**src/rtl/mem_arb.sv**
```systemverilog
// mem_arb: merges an instruction-fetch read port and a load/store port onto one
// single-port synchronous memory, round-robin under contention, 1-cycle read return.
`ifndef HBIT_ADDR
`define HBIT_ADDR 11
`endif
`ifndef HBIT_DATA
`define HBIT_DATA 31
`endif

module mem_arb (
  input  logic                  iw_clk,
  input  logic                  iw_rst,
  input  logic                  iw_i_valid,
  input  logic [`HBIT_ADDR:0]   iw_i_addr,
  output logic                  ow_i_ready,
  output logic                  or_i_rvalid,
  output logic [`HBIT_DATA:0]   ow_i_rdata,
  input  logic                  iw_d_valid,
  input  logic                  iw_d_we,
  input  logic [`HBIT_ADDR:0]   iw_d_addr,
  input  logic [`HBIT_DATA:0]   iw_d_wdata,
  output logic                  ow_d_ready,
  output logic                  or_d_rvalid,
  output logic [`HBIT_DATA:0]   ow_d_rdata,
  output logic                  ow_mem_we,
  output logic [`HBIT_ADDR:0]   ow_mem_addr,
  output logic [`HBIT_DATA:0]   ow_mem_wdata,
  input  logic [`HBIT_DATA:0]   iw_mem_rdata,
  output logic [15:0]           or_conflicts
);

  localparam logic [0:0] LAST_I = 1'b0;
  localparam logic [0:0] LAST_D = 1'b1;

  logic [0:0] r_last;
  logic       contention;
  logic       grant_i;
  logic       grant_d;

  // Under contention the port not recorded in r_last wins; a lone requester always wins.
  assign contention = !iw_rst && iw_i_valid && iw_d_valid;
  assign grant_i    = !iw_rst && iw_i_valid && (!iw_d_valid || (r_last == LAST_D));
  assign grant_d    = !iw_rst && iw_d_valid && (!iw_i_valid || (r_last == LAST_I));

  assign ow_i_ready = grant_i;
  assign ow_d_ready = grant_d;

  always_comb begin
    ow_mem_we    = 1'b0;
    ow_mem_addr  = '0;
    ow_mem_wdata = '0;
    if (grant_i) begin
      ow_mem_addr = iw_i_addr;
    end else if (grant_d) begin
      ow_mem_we    = iw_d_we;
      ow_mem_addr  = iw_d_addr;
      ow_mem_wdata = iw_d_wdata;
    end
  end

  assign ow_i_rdata = iw_mem_rdata;
  assign ow_d_rdata = iw_mem_rdata;

  always_ff @(posedge iw_clk) begin
    if (iw_rst) begin
      r_last       <= LAST_D;
      or_i_rvalid  <= 1'b0;
      or_d_rvalid  <= 1'b0;
      or_conflicts <= 16'h0000;
    end else begin
      or_i_rvalid <= grant_i;
      or_d_rvalid <= grant_d && !iw_d_we;
      if (contention) begin
        r_last <= grant_i ? LAST_I : LAST_D;
        if (or_conflicts != 16'hFFFF) begin
          or_conflicts <= or_conflicts + 16'h0001;
        end
      end
    end
  end

endmodule

```
**config.mk**
```make
export PLATFORM = sky130hd
export DESIGN_NAME = mem_arb
export DESIGN_NICKNAME = d
export VERILOG_FILES = /design/src/rtl/mem_arb.sv
export SDC_FILE = /design/constraint.sdc
export NUM_CORES = 1
export LEC_CHECK = 0
export ABC_AREA = 1
export CORE_AREA = 2 2 87 89
export DETAILED_ROUTE_END_ITERATION = 8
export DIE_AREA = 0 0 89 91
export DONT_BUFFER_PORTS = 1
export PLACE_DENSITY = 0.48
export SYNTH_ARGS = -nofsm -noshare
export SYNTH_HDL_FRONTEND = slang
export SYNTH_SLANG_ARGS = --single-unit
export TNS_END_PERCENT = 30
```
**constraint.sdc**
```tcl
create_clock -name iw_clk -period 1.4 [get_ports iw_clk]
set_input_delay 0.14 -clock iw_clk [delete_from_list [all_inputs] [get_ports iw_clk]]
set_output_delay 0.14 -clock iw_clk [all_outputs]
set_load 0.02 [all_outputs]
```
==> run summary, run 1 <==
syn_nets -> 402
xor/xnor share of the synthesized area -> 0.442%
CP Data Required Time -> 1.26 ns
vias in the first global route -> 1788
max_slew headroom -> 83.7%
Adder-Cell Fraction of Synth Area -> 0.631%
Rows -> 31
Worst Max-Slew Pin Slew -> 0.244 ns
CTS tree -> yes
critical path cell sequence -> nand2_2 > nand3_4 > clkinvlp_4 > a22o_2
Layout Utilization -> 34.9%
Max Clock Freq -> 696 MHz
cell count of the worst hold path -> 2
Tmin final -> 1.44 ns
port bufs -> 0
Max Slew Vio Count -> 0
Synth Area in Compound Gates -> 10.6%
CP delay by family, top -> flip-flops
r2r setup slk -> -0.02 ns
GRT overflow -> 0
vias per cell -> 4.35
clk_lat worst skew -> 0.26 ns
routed len/inst -> 16.7 µm
Routability Congestion -> 0.784
crit start category -> flop
root buffer cell -> clkbuf_8
main combinational cell family by area after synthesis -> buffers and inverters
# setup viols final -> 15
largest fanout on the critical path -> 7
Post-Synthesis Cells -> 308
Synth top area share -> 24.6%
Post-Route WL -> 6.78 mm
syn_area_per_cell -> 6.44 µm²
GRT Resource Usage Total -> 15.6%
Final nets -> 402
ys async rst share -> 0%
first-pass GRT wire length -> 9.71 mm
nature of the critical path endpoint -> output port
initial core utilization -> 27.8%
Cell variety after synth -> 31
Clk pin slew, worst setup/hold paths -> 0.08 ns
mux cell area share after synthesis -> 0%
top_reg_cell synth -> dfxtp_1
placed cell count -> 397
Critical Path Stages -> 4
Post-route DRC -> 0
RSZ-0062 raised after global routing -> true
top post-synthesis cells by count -> 65 x buf_4, 65 x nor2_1, 48 x inv_1
pre-CTS setup slack -> -0.0229 ns
HPWL Detailed -> 5.39 mm
synthesized flop and latch total -> 19
Post-synth EDFFs -> 0
period utilization -> 103%
Antenna Nets Post-Route -> 0
Final TNS setup -> -0.400 ns
clk sinks -> 19
Fillers -> 821
die width -> 89 µm
DP Area -> 0.00206 mm²
FF+latch area -> 390 µm²
initial drt markers -> 69
yosys warns -> 0
critical path arrival -> 1.30 ns
Min-Delay Path Class -> input pin to flop
CTS H-tree lvls -> 1
maxcap violations -> 0
PD cells -> 541 mW/mm²
Static Leak -> 1.27 nW
Simple-Gate Fraction of Synth Area -> 32.6%
final non-filler cell total -> 406
Final Hold Vio Count -> 0
TritonRoute pass-1 iters -> 4
area of the multi-input gates -> 0.00112 mm²
diode count -> 0
Final Instance Area -> 0.00249 mm²
Yosys top cell by area -> buf_4
post-synthesis sequential area ratio -> 19.2%
status -> finished, violations left
Area contributors post-synth -> buf_4 25%, dfxtp_1 19%, nor2_1 12%, inv_1 9.1%, nand2_1 6.6%
layout overhead on the synthesized area -> 25.6%
Die Ht -> 91 µm
WS Path Type -> flop to output port
num ports -> 222
Worst Clk Skew -> 0.00604 ns
share of cells above drive strength 1 -> 46.3%
initial antenna violation count -> 0
worst setup margin -> -0.0375 ns
worst reg-to-reg path cell count -> 9
largest net degree at the start of global routing -> 25
Crit path largest cell delay -> 0.34 ns
failing checks -> setup timing
synthesized cell area -> 0.00198 mm²
crit path buf inv count -> 1
TritonCTS Buffers -> 3
VDD IR max -> 0.302 mV
Core Region -> 0.00714 mm²
CTS max path bufs -> 2
DR vias -> 1768
die area -> 0.00810 mm²
Worst path slowest cell -> dfxtp_2
layout make-up:
cell class              instances  area share, %
flip-flops and latches         19           15.7
clock buffers                   3           1.66
repair inverters                1          0.301
well taps                      99           4.97
repair buffers                 66           24.5
inverters                      51           7.89
multi-input cells             166           44.8
clock inverters                 1          0.201
worst reg2reg max path: stages, from the launching register on:
cell,delay (ns)
dfxtp_4,0.37
ha_4,0.15
nand2_4,0.07
nor2_8,0.14
buf_6,0.11
nand2_4,0.05
o21ai_4,0.25
nand2_1,0.09
nand2_1,0.06
nor2_1,0.04
registers in the layout, summed over array words and instances, names as in the netlist:
| signal | flops |
|---|---|
| or_conflicts | 16 |
| or_i_rvalid | 1 |
| or_d_rvalid | 1 |
| r_last | 1 |
cell usage in the layout, fill, tap and decap left out, drive strengths merged, types with 5 or more instances in the layout:
cell   instances
nand2         42
inv           49
o21ai          5
nand3         17
a21oi         13
nor2          70
dfxtp         19
a22o          12
buf           63
per-stage QoR:
stage	hold WS (ns)	power [mW]
final	0.0315	1.35
after global placement	0.203	0.875
after CTS	0.0236	1.35
after detailed placement	0.205	0.876
after global routing	0.0576	1.42
after floorplan	0.202	1.04
routing by layer:
metal	GRT usage [%]	wire, µm	vias to the layer above
met2	22.6	2980	101
met4	2.74	121	0
li1	-	-	875
met1	19.8	2720	777
met5	0	0	-
met3	10.2	957	15
path summary, 6_finish.rpt:
path / start / endpoint
setup / recovery: r_last / ow_mem_addr[10]
hold / removal: iw_i_valid / or_i_rvalid
setup reg to reg: or_conflicts[1] / or_conflicts[2]
hold reg to reg: r_last / or_i_rvalid
kinds of logic after synthesis:
group,after synthesis
AO/OA/AOI/OAI,30
XOR/XNOR,1
adder cells (fa/ha/maj),1
buffers and inverters,123
flip-flops,19
AND/OR/NAND/NOR,134
power by group:
part	total [mW]	switching, mW	leakage [nW]	internal (mW)
Sequential	0.562	0.0135	0.155	0.549
Combinational	0.383	0.235	1.09	0.148
Clock	0.403	0.204	0.0255	0.198
timing repair:
action,CTS,global route
gates resized for setup,39,55
endpoints found under the setup margin,24,59
pin swaps,2,13
setup buffers,0,1
endpoints found under the hold margin,3,0
cloned,1,0
hold buffers,3,0
(Power assumes the default switching activity.)
==> inputs of run 2 (changes only) <==
Settings changed: GPL_ROUTABILITY_DRIVEN set to 0.
==> results of run 2 <==
The final DEF is identical to that of run 1; final timing and power are the same.
